## config.mk

```make
export PLATFORM = sky130hd
export DESIGN_NAME = crossbar_switch_scheduler_flat
export DESIGN_NICKNAME = d
export VERILOG_FILES = /design/src/rtl/crossbar_switch_scheduler_pkg.sv /design/src/rtl/crossbar_switch_scheduler_if.sv /design/src/rtl/crossbar_switch_scheduler_rr_arbiter.sv /design/src/rtl/crossbar_switch_scheduler.sv /design/src/flat_wrapper.sv
export SDC_FILE = /design/constraint.sdc
export NUM_CORES = 1
export LEC_CHECK = 0
export BUFFER_PORTS_ARGS = -buffer_cell sky130_fd_sc_hd__buf_2
export CAP_MARGIN = 25
export CELL_PAD_IN_SITES_DETAIL_PLACEMENT = 1
export CELL_PAD_IN_SITES_GLOBAL_PLACEMENT = 1
export CORE_ASPECT_RATIO = 1.25
export CORE_MARGIN = 2
export CORE_UTILIZATION = 50
export CTS_BUF_LIST = sky130_fd_sc_hd__clkbuf_8
export DETAILED_ROUTE_END_ITERATION = 10
export HOLD_SLACK_MARGIN = 0.08
export PLACE_DENSITY_LB_ADDON = 0.1
export RECOVER_POWER = 100
export SLEW_MARGIN = 20
export SYNTH_ARGS = -nofsm -noshare
export SYNTH_HDL_FRONTEND = slang
export SYNTH_SLANG_ARGS = --single-unit
```

## constraint.sdc

```tcl
create_clock -name clk -period 18.8 [get_ports clk]
set_input_delay 1.88 -clock clk [delete_from_list [all_inputs] [get_ports clk]]
set_output_delay 1.88 -clock clk [all_outputs]
set_load 0.005 [all_outputs]
```

## src/rtl/crossbar_switch_scheduler_pkg.sv

```systemverilog
// Shared types and helpers for the crossbar switch scheduler.
// Helpers take the port count as an argument so one package serves every N.
package crossbar_switch_pkg;
   localparam int MAX_N     = 64;
   localparam int MAX_SEL_W = 6;

   typedef logic [MAX_SEL_W-1:0] port_idx_t;

   function automatic int sel_w(input int n);
      return (n < 2) ? 1 : $clog2(n);
   endfunction

   // (a - b) mod n, n a power of two
   function automatic port_idx_t mod_sub(input port_idx_t a, input port_idx_t b, input int n);
      port_idx_t m;
      m = port_idx_t'(n - 1);
      return (a - b) & m;
   endfunction

   // First set bit of mask scanning cyclically upward from ptr; 0 when mask is empty
   function automatic port_idx_t rr_pick(input logic [MAX_N-1:0] mask, input port_idx_t ptr,
                                         input int n);
      port_idx_t m, idx, pick;
      m    = port_idx_t'(n - 1);
      pick = '0;
      for (int k = MAX_N - 1; k >= 0; k--) begin
         idx = (ptr + port_idx_t'(k)) & m;
         if (k < n && mask[idx]) pick = idx;
      end
      return pick;
   endfunction
endpackage

```

## src/rtl/crossbar_switch_scheduler_if.sv

```systemverilog
// Requester and switch-facing signals of the scheduler.
interface crossbar_switch_scheduler_if
   import crossbar_switch_pkg::*;
#(
   parameter int N = 8
);
   localparam int SEL_W = sel_w(N);

   logic [N-1:0]            req_valid;
   logic [N-1:0][SEL_W-1:0] req_dest;
   logic [N-1:0]            req_last;
   logic                    switch_error;
   logic [N-1:0]            grant;
   logic [N-1:0][SEL_W-1:0] input_sel;
   logic [N-1:0]            output_enable;
   logic                    busy;

   modport master (
      output req_valid, req_dest, req_last, switch_error,
      input  grant, input_sel, output_enable, busy
   );
   modport slave (
      input  req_valid, req_dest, req_last, switch_error,
      output grant, input_sel, output_enable, busy
   );
endinterface

```

## src/rtl/crossbar_switch_scheduler_rr_arbiter.sv

```systemverilog
// Combinational round-robin picker: first requester at or after ptr.
module crossbar_switch_rr_arbiter
   import crossbar_switch_pkg::*;
#(
   parameter int N = 8,
   localparam int SEL_W = sel_w(N)
) (
   input  logic [N-1:0]     req,
   input  logic [SEL_W-1:0] ptr,
   output logic             gnt_vld,
   output logic [SEL_W-1:0] gnt_idx
);
   logic [MAX_N-1:0] mask;
   port_idx_t        pick;

   always_comb begin
      mask       = '0;
      mask[N-1:0] = req;
      pick       = rr_pick(mask, port_idx_t'(ptr), N);
      gnt_vld    = |req;
      gnt_idx    = SEL_W'(pick);
   end
endmodule

```

## src/rtl/crossbar_switch_scheduler.sv

```systemverilog
// Per-output round-robin scheduler for a crossbar switch; holds each
// connection for a whole packet and flushes all connections on switch error.
module crossbar_switch_scheduler
   import crossbar_switch_pkg::*;
#(
   parameter int N           = 8,
   parameter bit BARREL_ONLY = 1'b1
) (
   input logic                   clk,
   input logic                   rst_n,
   crossbar_switch_scheduler_if.slave bus
);
   localparam int SEL_W = sel_w(N);
   typedef logic [SEL_W-1:0] idx_t;

   logic [N-1:0]          owner_vld;
   idx_t [N-1:0]          owner_idx;
   idx_t [N-1:0]          rr_ptr;
   idx_t                  cur_shift;
   idx_t                  epoch_ptr;

   logic [N-1:0]          grant_w;
   logic                  busy_w;
   logic [N-1:0]          rel;
   logic                  ep_vld;
   idx_t                  ep_idx;
   idx_t                  shift_t;
   logic [N-1:0][N-1:0]   cand;
   logic [N-1:0]          win_vld;
   idx_t [N-1:0]          win_idx;

   always_comb begin
      grant_w = '0;
      for (int j = 0; j < N; j++)
         if (owner_vld[j]) grant_w[owner_idx[j]] = 1'b1;
      busy_w = |owner_vld;
   end

   // Epoch scan picks the shift used by the next batch of connections once idle
   crossbar_switch_rr_arbiter #(.N(N)) u_epoch (
      .req     (bus.req_valid),
      .ptr     (epoch_ptr),
      .gnt_vld (ep_vld),
      .gnt_idx (ep_idx)
   );

   always_comb begin
      shift_t = busy_w ? cur_shift
                       : idx_t'(mod_sub(port_idx_t'(bus.req_dest[ep_idx]), port_idx_t'(ep_idx), N));
      cand = '0;
      rel  = '0;
      for (int j = 0; j < N; j++) begin
         rel[j] = owner_vld[j] & bus.req_valid[owner_idx[j]] & bus.req_last[owner_idx[j]];
         for (int i = 0; i < N; i++)
            cand[j][i] = bus.req_valid[i] & (bus.req_dest[i] == idx_t'(j)) & ~grant_w[i]
                       & ~owner_vld[j] & ~bus.switch_error
                       & (!BARREL_ONLY
                          || idx_t'(mod_sub(port_idx_t'(j), port_idx_t'(i), N)) == shift_t);
      end
   end

   for (genvar j = 0; j < N; j++) begin : g_arb
      crossbar_switch_rr_arbiter #(.N(N)) u_arb (
         .req     (cand[j]),
         .ptr     (rr_ptr[j]),
         .gnt_vld (win_vld[j]),
         .gnt_idx (win_idx[j])
      );
   end

   always_ff @(posedge clk or negedge rst_n) begin
      if (!rst_n) begin
         owner_vld <= '0;
         owner_idx <= '0;
         rr_ptr    <= '0;
         cur_shift <= '0;
         epoch_ptr <= '0;
      end else if (bus.switch_error) begin
         owner_vld <= '0;
      end else begin
         if (!busy_w && ep_vld) begin
            cur_shift <= shift_t;
            epoch_ptr <= ep_idx + 1'b1;
         end
         for (int j = 0; j < N; j++) begin
            if (rel[j]) begin
               owner_vld[j] <= 1'b0;
            end else if (win_vld[j]) begin
               owner_vld[j] <= 1'b1;
               owner_idx[j] <= win_idx[j];
               rr_ptr[j]    <= win_idx[j] + 1'b1;
            end
         end
      end
   end

   always_comb begin
      bus.grant         = grant_w;
      bus.busy          = busy_w;
      bus.output_enable = owner_vld;
      for (int j = 0; j < N; j++)
         bus.input_sel[j] = owner_vld[j] ? owner_idx[j] : '0;
   end
endmodule

```

## src/flat_wrapper.sv

```systemverilog
// flat-port wrapper written by rule: the top's interface ports become plain ports
module crossbar_switch_scheduler_flat import crossbar_switch_pkg::*;
#(
   parameter int N           = 8,
   parameter bit BARREL_ONLY = 1'b1
)
  (clk, rst_n, bus_req_valid, bus_req_dest, bus_req_last, bus_switch_error, bus_grant, bus_input_sel, bus_output_enable, bus_busy);
  crossbar_switch_scheduler_if #(.N(N)) bus_i ();
  input logic clk;
  input logic rst_n;
  input wire logic [$bits(bus_i.req_valid)-1:0] bus_req_valid;
  input wire logic [$bits(bus_i.req_dest)-1:0] bus_req_dest;
  input wire logic [$bits(bus_i.req_last)-1:0] bus_req_last;
  input wire logic [$bits(bus_i.switch_error)-1:0] bus_switch_error;
  output wire logic [$bits(bus_i.grant)-1:0] bus_grant;
  output wire logic [$bits(bus_i.input_sel)-1:0] bus_input_sel;
  output wire logic [$bits(bus_i.output_enable)-1:0] bus_output_enable;
  output wire logic [$bits(bus_i.busy)-1:0] bus_busy;
  assign bus_i.req_valid = bus_req_valid;
  assign bus_i.req_dest = bus_req_dest;
  assign bus_i.req_last = bus_req_last;
  assign bus_i.switch_error = bus_switch_error;
  assign bus_grant = bus_i.grant;
  assign bus_input_sel = bus_i.input_sel;
  assign bus_output_enable = bus_i.output_enable;
  assign bus_busy = bus_i.busy;
  crossbar_switch_scheduler #(.N(N), .BARREL_ONLY(BARREL_ONLY)) u_core (.clk(clk), .rst_n(rst_n), .bus(bus_i));
endmodule
```

* Yosys cells after proc, flatten, opt, wreduce, memory -nomap -nowiden
Cells that the tools add are included.
Cells by class: bitwise operators 368, multipliers 0, reductions and logical operators 46, shift-type cells 0, divide/modulo/power cells 0, muxes and demuxes 300, $lt $le $gt $ge 89, equal/unequal tests 63, add/sub/neg operators 73
Operators by type and width (number):
- $lt A3 B7 Y1 const B | 72
- $and A1 B1 Y1 | 336
- $bmux W1 S3 | 88
- $mux W3 | 82
- $mux W1 | 112
- $add A3 B3 Y3 const B | 36
- $eq A3 B3 Y1 const B | 32
- $reduce_or A8 Y1 | 10
- $mux W8 | 9
- $or A8 B8 Y8 | 7
- $add A3 B1 Y3 const B | 18
- $add A3 B2 Y3 const B | 18
- $eq A3 B2 Y1 const B | 16
- $lt A3 B4 Y1 const B | 9
- $logic_not A3 Y1 | 9
- $not A1 Y1 | 25
- $demux W1 S3 | 8
- $eq A3 B1 Y1 const B | 8
- $ge A3 B1 Y1 const B | 8
- $reduce_and A3 Y1 | 8
- $reduce_bool A3 Y1 | 8
- $eq A3 B3 Y1 const A | 4
- $bmux W3 S3 | 1
- $logic_and A1 B1 Y1 | 9
- other kinds (5) | 6
Word-level totals: RAM bits 0, bits in latches 0, memories 0, memory bits (read-only) 0, bits in registers 62

* Logic depth before layout (Yosys ltp)
word-level depth 35, gate-level depth with buffers 37, mapped depth without buffers 30

* Cells and area by module
From an unflattened synthesis, not the netlist that was laid out.
Second synthesis, totals: cell total of the unflattened synthesis 1437, area total of the unflattened synthesis 13272.7 um2
Modules (own cells, without submodules):
- crossbar_switch_rr_arbiter | sequential area each 0.0 um2, area an instance 820.8 um2, times used 9, cells each 83
- crossbar_switch_scheduler | sequential area each 1551.5 um2, area an instance 5885.6 um2, times used 1, cells each 690

* Least setup slack after synthesis
No wires, ideal clock.
path kind input port to flip-flop, start point input port bus_req_valid[2], end point register u_core.rr_ptr[5] (netlist bit), stages on the path 27, setup slack 11.052 ns, buffers on the path 1, arrival time 7.662 ns, cells stage by stage mux4_2 -> a21oi_1 -> a21oi_1 -> o221ai_1 -> a221o_1 -> nor2b_1 -> o221a_2 -> buf_1 -> mux2_2 -> nand2_1 -> o21ai_0 -> mux2i_1 -> ha_1 -> fa_1 -> nor3_1 -> a31oi_1 -> or3b_2 -> or3_1 -> mux2i_1 -> nand3_1 -> mux4_2 -> a22o_1 -> nand2_1 -> ha_1 -> inv_1 -> o211a_1 -> nor3_1
On the way: word-level cells in the longest chain between the ends 27, elaborated cells between the ends (all ways) 80
Ends and longest elaborated chain:
- start: declaration | RTL line flat_wrapper.sv:11 | input wire logic [$bits(bus_i.req_valid)-1:0] bus_req_valid;
- $bmux W1 S3 | RTL line crossbar_switch_scheduler_pkg.sv:28 | if (k < n && mask[idx]) pick = idx;
- $mux W1 (not written as such) | RTL line crossbar_switch_scheduler_pkg.sv:28
- $mux W3 (8 in series) | RTL line crossbar_switch_scheduler_pkg.sv:28
- $bmux W3 S3 | RTL line crossbar_switch_scheduler.sv:49 | : idx_t'(mod_sub(port_idx_t'(bus.req_dest[ep_idx]), port_idx_t'(ep_idx), N));
- $mux W3 (not written as such) | RTL line crossbar_switch_scheduler.sv:49
- $sub A3 B3 Y3 | RTL line crossbar_switch_scheduler_pkg.sv:17 | return (a - b) & m;
- $mux W3 | RTL line crossbar_switch_scheduler.sv:48 | shift_t = busy_w ? cur_shift
- $eq A1 B3 Y1 (tied with other cells) | RTL line crossbar_switch_scheduler.sv:58 | || idx_t'(mod_sub(port_idx_t'(j), port_idx_t'(i), N)) == shift_t);
- $and A1 B1 Y1 | RTL line crossbar_switch_scheduler.sv:57 | & (!BARREL_ONLY
- $bmux W1 S3 | RTL line crossbar_switch_scheduler_pkg.sv:28
- $mux W1 (not written as such) | RTL line crossbar_switch_scheduler_pkg.sv:28
- $mux W3 (7 in series) | RTL line crossbar_switch_scheduler_pkg.sv:28
- $mux W3 * | RTL line crossbar_switch_scheduler_pkg.sv:28
- net u_core.g_arb[1].u_arb.gnt_idx[1] | RTL line crossbar_switch_scheduler_rr_arbiter.sv:11 | output logic [SEL_W-1:0] gnt_idx
- $add A3 B1 Y3 * | RTL line crossbar_switch_scheduler.sv:91 | rr_ptr[j] <= win_idx[j] + 1'b1;
- end signal: indexed assignment | RTL line crossbar_switch_scheduler.sv:91
- end: declaration | RTL line crossbar_switch_scheduler.sv:18 | idx_t [N-1:0] rr_ptr;
Mark *: on every way through the listed nets, which the timed path passes. The rest lies on a longest branch. The select of a mux whose other input is x is not followed. A chain may end at the register's enable or synchronous reset.

* Worst setup path in the final report
start point register u_core.epoch_ptr[0], end point register u_core.rr_ptr[14] (netlist bit)
On the way: word-level cells in the longest chain between the ends 28, elaborated cells between the ends (all ways) 78
Ends and longest elaborated chain:
- start: declaration | RTL line crossbar_switch_scheduler.sv:20 | idx_t epoch_ptr;
- start signal: assignment | RTL line crossbar_switch_scheduler.sv:83 | epoch_ptr <= ep_idx + 1'b1;
- $add A3 B3 Y3 | RTL line crossbar_switch_scheduler_pkg.sv:27 | idx = (ptr + port_idx_t'(k)) & m;
- $bmux W1 S3 | RTL line crossbar_switch_scheduler_pkg.sv:28
- $mux W1 (not written as such) | RTL line crossbar_switch_scheduler_pkg.sv:28
- $mux W3 (7 in series) | RTL line crossbar_switch_scheduler_pkg.sv:28
- $mux W3 * | RTL line crossbar_switch_scheduler_pkg.sv:28
- $bmux W3 S3 | RTL line crossbar_switch_scheduler.sv:49
- $mux W3 (not written as such) | RTL line crossbar_switch_scheduler.sv:49
- $sub A3 B3 Y3 * | RTL line crossbar_switch_scheduler_pkg.sv:17
- $mux W3 * | RTL line crossbar_switch_scheduler.sv:48
- $eq A3 B3 Y1 (tied with other cells) | RTL line crossbar_switch_scheduler.sv:58
- $and A1 B1 Y1 | RTL line crossbar_switch_scheduler.sv:57
- $bmux W1 S3 | RTL line crossbar_switch_scheduler_pkg.sv:28
- $mux W1 (not written as such) | RTL line crossbar_switch_scheduler_pkg.sv:28
- $mux W3 (7 in series) | RTL line crossbar_switch_scheduler_pkg.sv:28
- $mux W3 * | RTL line crossbar_switch_scheduler_pkg.sv:28
- net u_core.g_arb[4].u_arb.gnt_idx[1] | RTL line crossbar_switch_scheduler_rr_arbiter.sv:11
- $add A3 B1 Y3 * | RTL line crossbar_switch_scheduler.sv:91
Marks and branches as above.

==> reports/qor.yml <==
timing:
  hold_violations: 0
  rsz0062_at_grt: "false"
  setup_tns_ns: 0
  fin_worst_skew_ns: 0.0176
  tightest_slew_ns: 3.55
  fin_crit_ns: 11.44
  fmax_mhz: 87.4
  holdWs_ns: 0.611
  slew_viol_final: 130
  setup_violations: 0
  max_slew_margin_pct: -137
  setup_slack_ns: 7.36
  fin_crit_sh_pct: 60.8
clock_network:
  path_clk_slew_ns: 0.08
  clkLatencyLatePin_ns: 0.38
  cts_buffer_depth: 2
  post-cts-setup-buffer-count: 0
  cts_made_buffers: 9
  cts.repair.resized: 0
  cts.sinks: 59
  hold_buffers: 0
  cts_max_level: 3
  root_buffer: "clkbuf_8"
  cts_tree: "done"
worst_setup_path:
  slowest_stage: "clkbuf_1"
  rrSetupSlack_ns: 7.36
  crit_chain: "inv_1 > ha_1 > mux4_2 > mux2_1 > a2111oi_0 > o221ai_1 > a221oi_1 > nand2_1 > o21ai_0 > mux2i_1 > ha_1 > fa_1 > inv_1 > nand3_1 > mux2i_1 > or3_2 > clkbuf_1 > o21ai_0 > nor4b_1 > nor3_1 > o21ai_0 > ha_1 > mux2_2 > a21oi_1"
  critPathBufInv: 3
  required_ns: 19.10
  slowest_delay_ns: 2.19
  critPathTopFamily: "compound AO/OA/AOI/OAI gates"
  worstPathMaxFanout: 69
  cp.arrival_ns: 11.73
  crit_path_end_kind: "register"
  crit_type: "reg -> reg"
  crit_path_start_kind: "register"
layout:
  n_fill_cell: 2313
  layout_commonest_cell: "nor2_1"
  mostFrequentLayoutCells: "nor2_1 (114), nand2_1 (106), mux2i_1 (74)"
  drive_above_1_share_pct: 14.6
  antennaDiodeCount: 0
  area_growth_pct: 5.53
  nets: 1252
min_path:
  min_path_type: "reg -> reg"
yosys:
  synth_cells: 1169
  synthTopCellsByArea: "dfrtp_1 (16%), mux4_2 (11%), mux2i_1 (8.1%), nor2_1 (4.7%), nand2_1 (4.4%)"
  synth-edff-count: 0
  avgSynthCellArea_sq_um: 7.80
  yosysTopAreaCell: "dfrtp_1"
  synth_top_cell_area_share_pct: 16.2
  synth_seq_cells: 59
  yosys_warnings: 0
  seq_area_frac_synth_pct: 16.2
  synth_nets: 1238
  async_reset_ff_share_pct: 100
  synth.distinct_cells: 85
  synth_top_flop_cell: "dfrtp_1"
  synthesis.area_sq_mm: 0.00911
pwr:
  leakage_nw: 4.00
  peakVddDrop_mv: 0.123
  p_per_area_mw_per_mm2: 194
die:
  num_rows: 55
  core_area_sq_mm: 0.0180
  io_pins: 84
  start_util_pct: 50.7
  dieArea_sq_mm: 0.0193
  die_h_um: 155
  die_w_um: 125
drt:
  drt_iter0_drc: 733
  drtPass1Iterations: 5
  drc: 0
  vias: 9999
  routed_wirelength_um: 37100
  viasPerCell: 7.06
  ant_nets: 0
  wl_per_cell_um: 26.2
global_routing:
  grt_max_degree: 70
  overflow: 0
  grt_pass1_wl_um: 58100
  grt_usage_pct: 38.3
  grt_pass1_vias: 10100
  antenna_found_initial: 0
placement:
  portBuffers: 83
  dp_hpwl_um: 27700
  post-place-ws_ns: 10.16
  gp_congestion: 0.999
run_status:
  outcome: "complete, but fails checks"
  violations: "max-capacitance violations, max-slew violations"
run:
  drv_cap: 2
==> per-layer routing <==
metal / wire [um] / global-route usage [%] / share of wire [%]
met2: 17600 / 64.3 / 47
met3: 2970 / 6.26 / 8.0
met4: 1680 / 17.1 / 4.5
met5: 0 / 0 / 0
met1: 14800 / 48.9 / 40
==> kinds of logic after synthesis <==
family                   after synthesis  share of synthesized area (%)
flip-flops                            59                           16.2
adder cells (fa/ha/maj)               26                           3.65
buffers and inverters                154                           7.24
multiplexers                         142                           22.1
AND/OR/NAND/NOR                      506                           28.5
XOR/XNOR                              24                           2.39
AO/OA/AOI/OAI                        258                           19.9
==> final cells by class <==
type | count | area [sq um] | area share (%)
multi-input combinational | 956 | 6930 | 72.1
clock inverter | 5 | 83.8 | 0.872
tap | 228 | 285 | 2.97
timing repair buffer | 91 | 442 | 4.59
sequential | 59 | 1480 | 15.4
inverter | 66 | 248 | 2.58
clock buffer | 11 | 151 | 1.57
==> worst register-to-register path, cell delays in order, from the launching register on <==
cell and delay, ns:
dfrtp_1 1.01, inv_1 0.48, ha_1 0.73, mux4_2 0.44
mux2_1 0.39, a2111oi_0 0.51, o221ai_1 0.32, a221oi_1 1.21
nand2_1 0.12, o21ai_0 0.13, mux2i_1 0.10, ha_1 0.20
fa_1 0.42, inv_1 0.13, nand3_1 0.08, mux2i_1 0.33
or3_2 0.39, clkbuf_1 2.19, o21ai_0 0.79, nor4b_1 0.38
nor3_1 0.22, o21ai_0 0.16, ha_1 0.24, mux2_2 0.27
a21oi_1 0.13
==> synthesized netlist by cell type (15+ instances only) <==
| master | n |
|---|---|
| a21o_1 | 15 |
| dfrtp_1 | 59 |
| mux2_2 | 20 |
| inv_1 | 59 |
| or4_1 | 38 |
| or3_1 | 19 |
| a21oi_1 | 60 |
| and2_1 | 30 |
| nand2b_1 | 17 |
| o21ai_0 | 36 |
| mux2i_1 | 74 |
| nand2_1 | 106 |
| a31oi_1 | 18 |
| nand3_1 | 48 |
| nor3_1 | 39 |
| ha_1 | 25 |
| mux4_2 | 44 |
| clkbuf_1 | 61 |
| nor2_1 | 113 |
| nor2b_1 | 19 |
| nor4_1 | 18 |
==> path summary, 6_finish.rpt <==
check,from,to,cells past startpoint
worst min register to register,u_core.rr_ptr[10]$_DFFE_PN0P_,u_core.rr_ptr[10]$_DFFE_PN0P_,1
worst max register to register,u_core.epoch_ptr[0]$_DFFE_PN0P_,u_core.rr_ptr[14]$_DFFE_PN0P_,24
max in group asynchronous,rst_n,u_core.owner_idx[4]$_DFFE_PN0P_,2
worst max-delay path,u_core.epoch_ptr[0]$_DFFE_PN0P_,u_core.rr_ptr[14]$_DFFE_PN0P_,24
worst min-delay path,u_core.rr_ptr[10]$_DFFE_PN0P_,u_core.rr_ptr[10]$_DFFE_PN0P_,1
min in group asynchronous,rst_n,u_core.rr_ptr[12]$_DFFE_PN0P_,2
==> stage by stage <==
stage / instances / instance area (sq um) / total power [mW] / util (%)
3_5_place_dp: 1400 / 9470 / 1.71 / 52.7
6_report: 1416 / 9620 / 1.87 / 53.5
2_1_floorplan: 1169 / 9110 / 1.34 / -
5_1_grt: 1416 / 9620 / 2.00 / 53.5
3_3_place_gp: 1400 / 9470 / 1.67 / 52.7
4_1_cts: 1416 / 9710 / 1.86 / 54.1
==> power by group <==
| group | switching [mW] | internal, mW | total [mW] | leakage, nW |
|---|---|---|---|---|
| sequential | 0.218 | 0.181 | 0.400 | 0.710 |
| combinational | 0.786 | 0.537 | 1.32 | 3.18 |
| clock | 0.0635 | 0.0824 | 0.146 | 0.112 |
==> state kept, by name, summed over array words and instances, names as in the netlist <==
register                  count
u_core.bus.output_enable      8
u_core.owner_idx             24
u_core.cur_shift              3
u_core.epoch_ptr              3
u_core.rr_ptr                21
(Power assumes the default switching activity.)
